`src/rtl/alu_op_sequencer.sv`:
```
// alu_op_sequencer: issues one ALU op at a time, drives the result mux select,
// starts/awaits multi-cycle units with timeout and returns the captured result.
module alu_op_sequencer #(
    parameter int W        = 64,
    parameter int MAX_WAIT = 64,
    parameter int CW       = 7
) (
    input  logic         clk,
    input  logic         rst_b,
    input  logic         req_valid,
    output logic         req_ready,
    input  logic [3:0]   req_op,
    input  logic [W-1:0] req_a,
    input  logic [W-1:0] req_b,
    output logic [W-1:0] opa,
    output logic [W-1:0] opb,
    output logic [3:0]   alu_sel,
    output logic [3:0]   unit_start,
    input  logic [3:0]   unit_done,
    input  logic [W-1:0] mux_out,
    output logic         rsp_valid,
    input  logic         rsp_ready,
    output logic [W-1:0] rsp_result,
    output logic [3:0]   rsp_op,
    output logic         rsp_err
);
    typedef enum logic [2:0] {IDLE, EXEC, ISSUE, WAIT, RESP} state_t;

    state_t         state_q, state_d;
    logic [W-1:0]   opa_q, opa_d, opb_q, opb_d, res_q, res_d;
    logic [3:0]     sel_q, sel_d, op_q, op_d, start_q, start_d;
    logic           err_q, err_d;
    logic [CW-1:0]  cnt_q, cnt_d;
    logic           done;

    // multi-cycle ops are 12..15, so the unit index is the low two select bits
    assign done = unit_done[sel_q[1:0]];

    always_comb begin
        state_d = state_q;
        opa_d   = opa_q;
        opb_d   = opb_q;
        sel_d   = sel_q;
        op_d    = op_q;
        res_d   = res_q;
        err_d   = err_q;
        cnt_d   = cnt_q;
        start_d = 4'b0;
        case (state_q)
            IDLE: if (req_valid) begin
                opa_d   = req_a;
                opb_d   = req_b;
                sel_d   = req_op;
                op_d    = req_op;
                state_d = (req_op < 4'd12) ? EXEC : ISSUE;
                start_d = (req_op < 4'd12) ? 4'b0 : 4'b1 << req_op[1:0];
            end
            EXEC: begin
                res_d   = mux_out;
                err_d   = 1'b0;
                state_d = RESP;
            end
            ISSUE: begin
                cnt_d   = '0;
                state_d = WAIT;
            end
            WAIT: if (done) begin
                res_d   = mux_out;
                err_d   = 1'b0;
                state_d = RESP;
            end else if (cnt_q == CW'(MAX_WAIT - 1)) begin
                res_d   = '0;
                err_d   = 1'b1;
                state_d = RESP;
            end else begin
                cnt_d   = cnt_q + 1'b1;
            end
            RESP: state_d = rsp_ready ? IDLE : RESP;
            default: state_d = IDLE;
        endcase
    end

    always_ff @(posedge clk or negedge rst_b) begin
        if (!rst_b) begin
            state_q <= IDLE;
            opa_q   <= '0;
            opb_q   <= '0;
            sel_q   <= '0;
            op_q    <= '0;
            res_q   <= '0;
            err_q   <= 1'b0;
            cnt_q   <= '0;
            start_q <= '0;
        end else begin
            state_q <= state_d;
            opa_q   <= opa_d;
            opb_q   <= opb_d;
            sel_q   <= sel_d;
            op_q    <= op_d;
            res_q   <= res_d;
            err_q   <= err_d;
            cnt_q   <= cnt_d;
            start_q <= start_d;
        end
    end

    assign req_ready  = (state_q == IDLE);
    assign rsp_valid  = (state_q == RESP);
    assign opa        = opa_q;
    assign opb        = opb_q;
    assign alu_sel    = sel_q;
    assign unit_start = start_q;
    assign rsp_result = res_q;
    assign rsp_op     = op_q;
    assign rsp_err    = err_q;
endmodule

```
`config.mk`:
```
export PLATFORM = sky130hd
export DESIGN_NAME = alu_op_sequencer
export DESIGN_NICKNAME = d
export VERILOG_FILES = /design/src/rtl/alu_op_sequencer.sv
export SDC_FILE = /design/constraint.sdc
export NUM_CORES = 1
export LEC_CHECK = 0
export CAP_MARGIN = 10
export CELL_PAD_IN_SITES_DETAIL_PLACEMENT = 1
export CELL_PAD_IN_SITES_GLOBAL_PLACEMENT = 1
export CORE_AREA = 2 2 159 161
export CTS_CLUSTER_SIZE = 14
export DETAILED_ROUTE_END_ITERATION = 8
export DIE_AREA = 0 0 161 163
export GPL_ROUTABILITY_DRIVEN = 0
export PLACE_DENSITY_LB_ADDON = 0.1
export SYNTH_ARGS = -nofsm -noshare
export SYNTH_HDL_FRONTEND = slang
export SYNTH_SLANG_ARGS = --single-unit
```
`constraint.sdc`:
```
create_clock -name clk -period 4.55 [get_ports clk]
set_input_delay 1.1375 -clock clk [delete_from_list [all_inputs] [get_ports clk]]
set_output_delay 1.1375 -clock clk [all_outputs]
set_load 0.01 [all_outputs]
```
==> results of run 1 <==
==> per-stage QoR <==
step	setup slack [ps]	cells	util, %
detailed placement	1056	1225	50.25
global placement	1143	1225	50.25
floorplan	1963	508	-
finish	1442	1266	53.35
CTS	1402	1265	53.34
global route	1308	1266	53.35
==> worst max-delay path: stages, from the launching register on <==
cell and delay (ps):
dfrtp_1 580, nor2_1 190, nand2_1 80, inv_1 70, clkdlybuf4s50_1 560
==> path summary, 6_finish.rpt <==
kind / to / depth (start not counted) / slack [ps] / startpoint
max in group asynchronous: opb[19]$_DFFE_PN0P_ / 2 / 2770 / rst_b
min in group asynchronous: opa[36]$_DFFE_PN0P_ / 1 / 740 / rst_b
min reg2reg: rsp_result[23]$_DFFE_PN0P_ / 1 / 500 / rsp_result[23]$_DFFE_PN0P_
max: rsp_valid / 4 / 1440 / state_q[0]$_DFFE_PN0P_
max reg2reg: rsp_result[0]$_DFFE_PN0P_ / 5 / 2130 / rsp_op[0]$_DFFE_PN0P_
min: rsp_result[23]$_DFFE_PN0P_ / 1 / 500 / rsp_result[23]$_DFFE_PN0P_
==> power groups by stage <==
stage	sequential, mW	clock, mW	combinational (mW)
2_1_floorplan	3.70	0	1.61
3_3_place_gp	3.35	0	4.30
3_5_place_dp	3.40	0	4.44
4_1_cts	3.39	1.94	4.47
5_1_grt	3.51	2.02	4.67
6_report	3.38	1.87	4.40
==> final cells by class <==
cell class | count | area [sq um]
timing repair buffer | 422 | 4223
multi-input combinational | 260 | 2475
sequential | 211 | 5280
antenna | 1 | 2.502
tap | 330 | 412.9
inverter | 2 | 7.507
clock buffer | 31 | 688.2
clock inverter | 9 | 75.07
fill | 2439 | 11510
==> flip-flops by register name (all words and copies together) (netlist names) <==
register,cells
opa,64
rsp_err,1
opb,64
unit_start,4
state_q,3
rsp_result,64
rsp_op,4
cnt_q,7
==> synth_stat cells, drive strengths merged (2+ instances only) <==
library cell,n
nand3,2
nor2b,4
mux2,132
nor2,7
dfrtp,211
o311ai,2
nand2,12
nor3b,4
a22o,64
nand2b,4
inv,2
and2,3
nor3,3
o221ai,2
a21oi,4
clkbuf,5
o21ai,4
buf,30
==> logic make-up after synthesis <==
| kind of cell | Yosys count | synth area share (%) |
|---|---|---|
| mux | 133 | 18.89 |
| compound gates | 83 | 8.660 |
| fa+ha+maj | 1 | 0.1566 |
| buf+inv | 37 | 3.210 |
| simple gates | 43 | 3.007 |
| flops | 211 | 66.08 |
==> routing by layer <==
metal	GRT usage [%]	wire length, microns	vias to the layer above	share of wire (%)
li1	-	-	2679	-
met2	36.79	13950	270	52
met5	0	13	-	0.048
met4	4.708	490	2	1.8
met3	7.767	2644	28	9.8
met1	22.22	9792	3038	36
==> placed cells by master (no fill, tap or decap), types with 2 or more instances in the layout <==
master           instances
a21oi_1                  4
a22o_1                  64
and2_1                   2
buf_12                   2
buf_4                   10
clkbuf_1                 2
clkbuf_16               25
clkbuf_8                 5
clkdlybuf4s50_1        409
clkinv_2                 6
clkinvlp_4               2
dfrtp_1                211
inv_1                    2
mux2_2                 132
nand2_1                 12
nand2b_1                 3
nand3_1                  2
nor2_1                   7
nor2b_1                  4
nor3_1                   3
nor3b_1                  4
o21ai_0                  3
o221ai_1                 2
o311ai_0                 2
==> impl_metrics.json, run 1 <==
{
  "status": "completed",
  "coreArea_sq_um": 24670,
  "yosysTopAreaCellShare_pct": 66.08,
  "areaGrowthSynthToFinish_pct": 64.75,
  "cp.arrival_ps": 1970,
  "dieArea_sq_um": 26240,
  "cts_tree": "built",
  "die_h_microns": 163,
  "ant_nets": 0,
  "leakage_nw": 5.522,
  "grt_max_degree": 111,
  "combinationalPowerShare_pct": 45.6,
  "power.share.switching_pct": 31.88,
  "synth_area_leaders": "dfrtp_1 (66%), mux2_2 (19%), a22o_1 (7.0%)",
  "irDropWorstVdd_mv": 0.3299,
  "drt-initial-drc-count": 172,
  "p_int_mw": 6.569,
  "initial_core_util_pct": 32.38,
  "cap_violations": 0,
  "track_usage_pct": 20.18,
  "worstPathRequired_ps": 3410,
  "cts_sinks": 211,
  "synth_top_cell_by_area": "dfrtp_1",
  "critPathKind": "reg -> out",
  "finalCritPeriodShare_pct": 68.30,
  "viasPerCell": 4.753,
  "worstPathMaxFanout": 17,
  "setup_viol_count_final": 0,
  "cts.htree.levels": 1,
  "syn-num-nets": 713,
  "period_needed_ps": 3108,
  "p_sw_mw": 3.075,
  "max_freq_mhz": 321.8,
  "wl_microns": 26890,
  "synth_warnings": 0,
  "relSlewSlack_pct": 38.02,
  "port_buffers": 410,
  "via_count": 6017,
  "nets": 1127,
  "grt_pass1_vias": 6811,
  "synthArstFlopShare_pct": 100.0,
  "worstSetupEndpointType": "output port",
  "wl_per_cell_microns": 21.24,
  "p_total_mw": 9.644,
  "insertion_delay_ps": 500,
  "placed_area_sq_um": 12400,
  "start_kind": "register",
  "synth.distinct_cells": 35,
  "synth-edff-count": 0,
  "synthFlopType": "dfrtp_1",
  "tightest_slew_ps": 929.7,
  "drt_pass1_iterations": 4,
  "postSynthCellCount": 508,
  "drive_gt1_share_pct": 20.11,
  "finalSetupTns_ps": 0,
  "ys_seq_elements": 211,
  "grt_pass1_wl_microns": 41120,
  "antenna_found_initial": 2,
  "clk_pin_slew_ps": 60,
  "whs_ps": 496.7,
  "drc": 0,
  "power_density_nw_per_um2": 732.6,
  "cts-resized-gates": 0,
  "skew_ps": 8.544,
  "seqPwrFrac_pct": 35.0,
  "ios": 411,
  "final_max_slew_viol_count": 0,
  "hold_viol": 0,
  "rows": 58,
  "rsz0062_at_grt": "false",
  "fp.dieW_microns": 161,
  "root_buffer": "clkbuf_16",
  "cts_buffers": 25,
  "avgSynthCellArea_sq_um": 15.73,
  "postCtsSetupBuffers": 0,
  "hold_class": "reg -> reg",
  "fin_area_sq_um": 13160,
  "grt.overflow.total": 0,
  "dp_hpwl_microns": 19890,
  "seq_area_frac_synth_pct": 66.08,
  "clk_path_buf_depth": 3,
  "clkPwrFrac_pct": 19.3,
  "synth_area_sq_um": 7990,
  "postCtsHoldBufs": 0
}
Power figures use the tool's default switching activity.
==> run 2: changes to the inputs <==
- CORE_AREA: 2 2 159 161 -> default
- CORE_ASPECT_RATIO: default -> 1.25
- CORE_UTILIZATION: default -> 31
- DIE_AREA: 0 0 161 163 -> default
- clock period: 4.55 -> 2.9 ns (I/O delays scaled with it)
==> impl_metrics.json, run 2 (synthesis gave the netlist of run 1 again) <==
{
  "grt_pass1_wl_microns": 41600,
  "drive_gt1_share_pct": 20.23,
  "cts_sinks": 211,
  "grt_max_degree": 74,
  "dr_wl_met2_microns": 14050,
  "r2r-start": "rsp_op[0]$_DFFE_PN0P_",
  "drt-initial-drc-count": 119,
  "r2r-end": "cnt_q[5]$_DFFE_PN0P_",
  "wl_per_cell_microns": 20.80,
  "grt.overflow.total": 0,
  "cts_tree": "built",
  "placed_area_sq_um": 12490,
  "fin_ws_ps": 219.6,
  "initial_core_util_pct": 31.59,
  "dieArea_sq_um": 26420,
  "irDropWorstVdd_mv": 0.6489,
  "cts-resized-gates": 0,
  "finalSetupTns_ps": 0,
  "fp.dieW_microns": 145.6,
  "max_freq_mhz": 373.1,
  "areaGrowthSynthToFinish_pct": 66.36,
  "nets": 1128,
  "pre_cts_ws_ps": 36.89,
  "cts.htree.levels": 1,
  "die_h_microns": 181.5,
  "worstPathRequired_ps": 2170,
  "cts_buffers": 24,
  "power_density_nw_per_um2": 1151,
  "clk_pin_slew_ps": 60,
  "rrSetupSlack_ps": 710,
  "rows": 65,
  "skew_ps": 10.13,
  "fin_area_sq_um": 13290,
  "final_max_slew_viol_count": 0,
  "via_count": 6102,
  "status": "completed",
  "worstSetupEndpointType": "output port",
  "postCtsHoldBufs": 0,
  "ant_nets": 0,
  "clk_path_buf_depth": 3,
  "wl_met3_microns": 2637,
  "final_cell_mix": "clkdlybuf4s50_1 (409), dfrtp_1 (211), mux2_2 (132)",
  "period_needed_ps": 2680,
  "track_usage_pct": 20.19,
  "ios": 411,
  "drc": 0,
  "tightest_slew_ps": 744.8,
  "worstPathMaxFanout": 17,
  "leakage_nw": 5.578,
  "final_common_cell": "clkdlybuf4s50_1",
  "finalCritPeriodShare_pct": 92.43,
  "wl_microns": 26560,
  "coreArea_sq_um": 25290,
  "rsz0062_at_grt": "false",
  "dp_hpwl_microns": 19450,
  "hold_class": "in -> async",
  "cp.arrival_ps": 1960,
  "antenna_found_initial": 3,
  "drt_pass1_iterations": 4,
  "topRoutingLayerUsed": "met4",
  "fillers": 2501,
  "postCtsSetupBuffers": 0,
  "viasPerCell": 4.778,
  "grt_pass1_vias": 6933,
  "hold_viol": 0,
  "critPathKind": "reg -> out",
  "ff2ff_path_depth": 4,
  "relSlewSlack_pct": 49.06,
  "setup_viol_count_final": 0,
  "start_kind": "register",
  "cap_violations": 0,
  "root_buffer": "clkbuf_16",
  "setup.worst_path.start": "state_q[0]$_DFFE_PN0P_",
  "port_buffers": 410,
  "met1_length_microns": 9346,
  "insertion_delay_ps": 510
}
-- run 2: cell types whose count changed in the layout (fill, tap and decap cells not counted) --
cell	delta
buf_4	-4
buf_12	+6
bufinv_16	+1
clkinvlp_4	-2
clkinv_2	+1
clkbuf_1	+2
diode_2	+2
-- run 2: routing by layer --
layer / vias up / track usage [%]
li1: 2674 / -
met4: 0 / 5.305
met1: 3110 / 21.69
met5: - / 0
met2: 283 / 37.13
met3: 35 / 7.337
-- run 2: final cells by class --
type | count | area [sq um] | area share [%]
clock inverters | 9 | 95.09 | 0.7154
diodes | 3 | 7.507 | 0.05648
repair buffers | 424 | 4313 | 32.45
multi-input cells | 260 | 2475 | 18.62
well taps | 335 | 419.2 | 3.153
inverters | 2 | 7.507 | 0.05648
flip-flops and latches | 211 | 5280 | 39.72
clock buffers | 33 | 695.7 | 5.233
-- run 2: per-stage QoR --
| step | total power, mW | hold slack (ps) | cells | utilization (%) |
|---|---|---|---|---|
| after floorplan | 8.334 | 429.4 | 508 | - |
| after global placement | 12.13 | 481.1 | 1232 | 49.40 |
| after detailed placement | 12.36 | 484.6 | 1232 | 49.40 |
| after CTS | 15.55 | 259.1 | 1274 | 52.53 |
| after global routing | 16.17 | 275.5 | 1277 | 52.55 |
| final | 15.31 | 239.5 | 1277 | 52.55 |
-- run 2: worst max-delay path, cell delays in order, from the launching register on --
cell and delay, ps:
dfrtp_1 590, nor2_1 180, nand2_1 80, inv_1 60, clkdlybuf4s50_1 530
-- run 2: worst max-delay path by stage --
stage / cells after the start / endpoint
global route: 4 / rsp_valid
finish: 4 / rsp_valid
CTS: 2 / req_ready
global placement: 6 / rsp_result[26]$_DFFE_PN0P_
floorplan: 6 / rsp_result[54]$_DFFE_PN0P_
detailed placement: 5 / cnt_q[5]$_DFFE_PN0P_
-- run 2: where the power goes --
group          total (mW)  internal (mW)  leakage [nW]  switching [mW]
Sequential           5.29           4.39          2.54           0.901
Combinational        6.98           4.24          2.64            2.74
Clock                3.03           1.84         0.397            1.19
Total                15.3           10.5          5.58            4.83
==> run 3: changes to the inputs <==
- CORE_UTILIZATION: 31 -> 28
- clock period: 2.9 -> 2.3 ns (I/O delays scaled with it)
==> impl_metrics.json, run 3 (synthesis gave the netlist of run 1 again) <==
{
  "seq_area_sq_um": 5283,
  "root_buffer": "clkbuf_16",
  "tightest_slew_ps": 443.2,
  "antenna_found_initial": 1,
  "clk_path_buf_depth": 3,
  "clk_pin_slew_ps": 60,
  "ant_nets": 0,
  "cap_violations": 0,
  "fp.dieW_microns": 153.1,
  "fillers": 2799,
  "wl_microns": 26490,
  "areaGrowthSynthToFinish_pct": 67.65,
  "port_buffers": 410,
  "final_max_slew_viol_count": 0,
  "skew_ps": 8.146,
  "path_buf_inv": 1,
  "leakage_nw": 5.625,
  "cts.htree.levels": 1,
  "max_freq_mhz": 472.1,
  "period_needed_ps": 2118,
  "via_count": 6064,
  "wl_per_cell_microns": 20.37,
  "grt_pass1_wl_microns": 41630,
  "cts_tree": "built",
  "grt_max_degree": 68,
  "violations": "hold timing",
  "initial_core_util_pct": 28.72,
  "finalSetupTns_ps": 0,
  "status": "finished with violations",
  "viasPerCell": 4.665,
  "cts_buffers": 24,
  "crit_family": "buffers and inverters",
  "power_density_nw_per_um2": 1437,
  "hold_viol": 2,
  "final_cell_mix": "clkdlybuf4s50_1 (407), dfrtp_1 (209), mux2_2 (132)",
  "multiInputGateArea_sq_um": 2475,
  "dp_cells": 1255,
  "grt.overflow.total": 0,
  "fin_ws_ps": 181.9,
  "coreArea_sq_um": 27820,
  "drc": 0,
  "critPathMaxStageDelay_ps": 590,
  "whs_ps": -3.801,
  "cp.arrival_ps": 1540,
  "critPathKind": "reg -> out",
  "worst_path_max_delay_cell": "clkdlybuf4s50_1",
  "worstSetupEndpointType": "output port",
  "placed_area_sq_um": 12610,
  "worstPathMaxFanout": 4,
  "ios": 411,
  "fin_area_sq_um": 13400,
  "fin_util_pct": 48.15,
  "dieArea_sq_um": 29220,
  "worstPathRequired_ps": 1730,
  "cts_sinks": 211,
  "dp_hpwl_microns": 20010,
  "track_usage_pct": 18.31,
  "start_kind": "register",
  "finalCritPeriodShare_pct": 92.09,
  "pre_cts_ws_ps": -237.8,
  "grt_pass1_vias": 6994,
  "drt-initial-drc-count": 136,
  "rows": 68,
  "p_total_mw": 19.26,
  "final_common_cell": "clkdlybuf4s50_1",
  "drive_gt1_share_pct": 21.29,
  "insertion_delay_ps": 510,
  "rsz0062_at_grt": "false",
  "nets": 1137,
  "worstPathCellList": "clkdlybuf4s50_1",
  "hold_class": "in -> async",
  "postCtsHoldBufs": 0,
  "setup_viol_count_final": 0,
  "irDropWorstVdd_mv": 0.7770,
  "relSlewSlack_pct": 69.69,
  "fin_cells": 1300,
  "die_h_microns": 190.9,
  "drt_pass1_iterations": 4
}
## run 3: worst paths after layout
| path | end | slack, ps | cells past startpoint | startpoint |
|---|---|---|---|---|
| min in group clk | rsp_result[55]$_DFFE_PN0P_ | 500 | 1 | rsp_result[55]$_DFFE_PN0P_ |
| min reg2reg | rsp_result[55]$_DFFE_PN0P_ | 500 | 1 | rsp_result[55]$_DFFE_PN0P_ |
| max | rsp_op[0] | 180 | 1 | rsp_op[0]$_DFFE_PN0P_ |
| max reg2reg | rsp_result[22]$_DFFE_PN0P_ | 270 | 5 | rsp_op[0]$_DFFE_PN0P_ |
| max in group asynchronous | rsp_result[55]$_DFFE_PN0P_ | 1560 | 2 | rst_b |
| min | opb[38]$_DFFE_PN0P_ | -4 | 1 | rst_b |
## run 3: metal layers
layer / GRT usage (%) / vias up / share of wire, %
met5: 0 / - / 0
met1: 19.61 / 3062 / 36
met2: 33.18 / 281 / 52
met4: 4.856 / 0 / 2.0
met3: 7.364 / 26 / 10
li1: - / 2695 / -
## run 3: cell type report
type | instances | area share, %
flip-flops and latches | 211 | 39.44
repair buffers | 433 | 32.96
multi-input cells | 260 | 18.48
clock buffers | 36 | 5.502
well taps | 350 | 3.269
clock inverters | 7 | 0.2802
inverters | 2 | 0.05604
diodes | 1 | 0.01868
## run 3: repair_timing
action,4_1_cts,5_1_grt
setup endpoints to repair,2,0
setup buffers,1,0
resized for setup,4,0
## run 3: power breakdown
part           internal, mW  switching [mW]
clock network          2.20            1.50
logic                  5.46            3.49
registers              5.54            1.07
total                  13.2            6.05
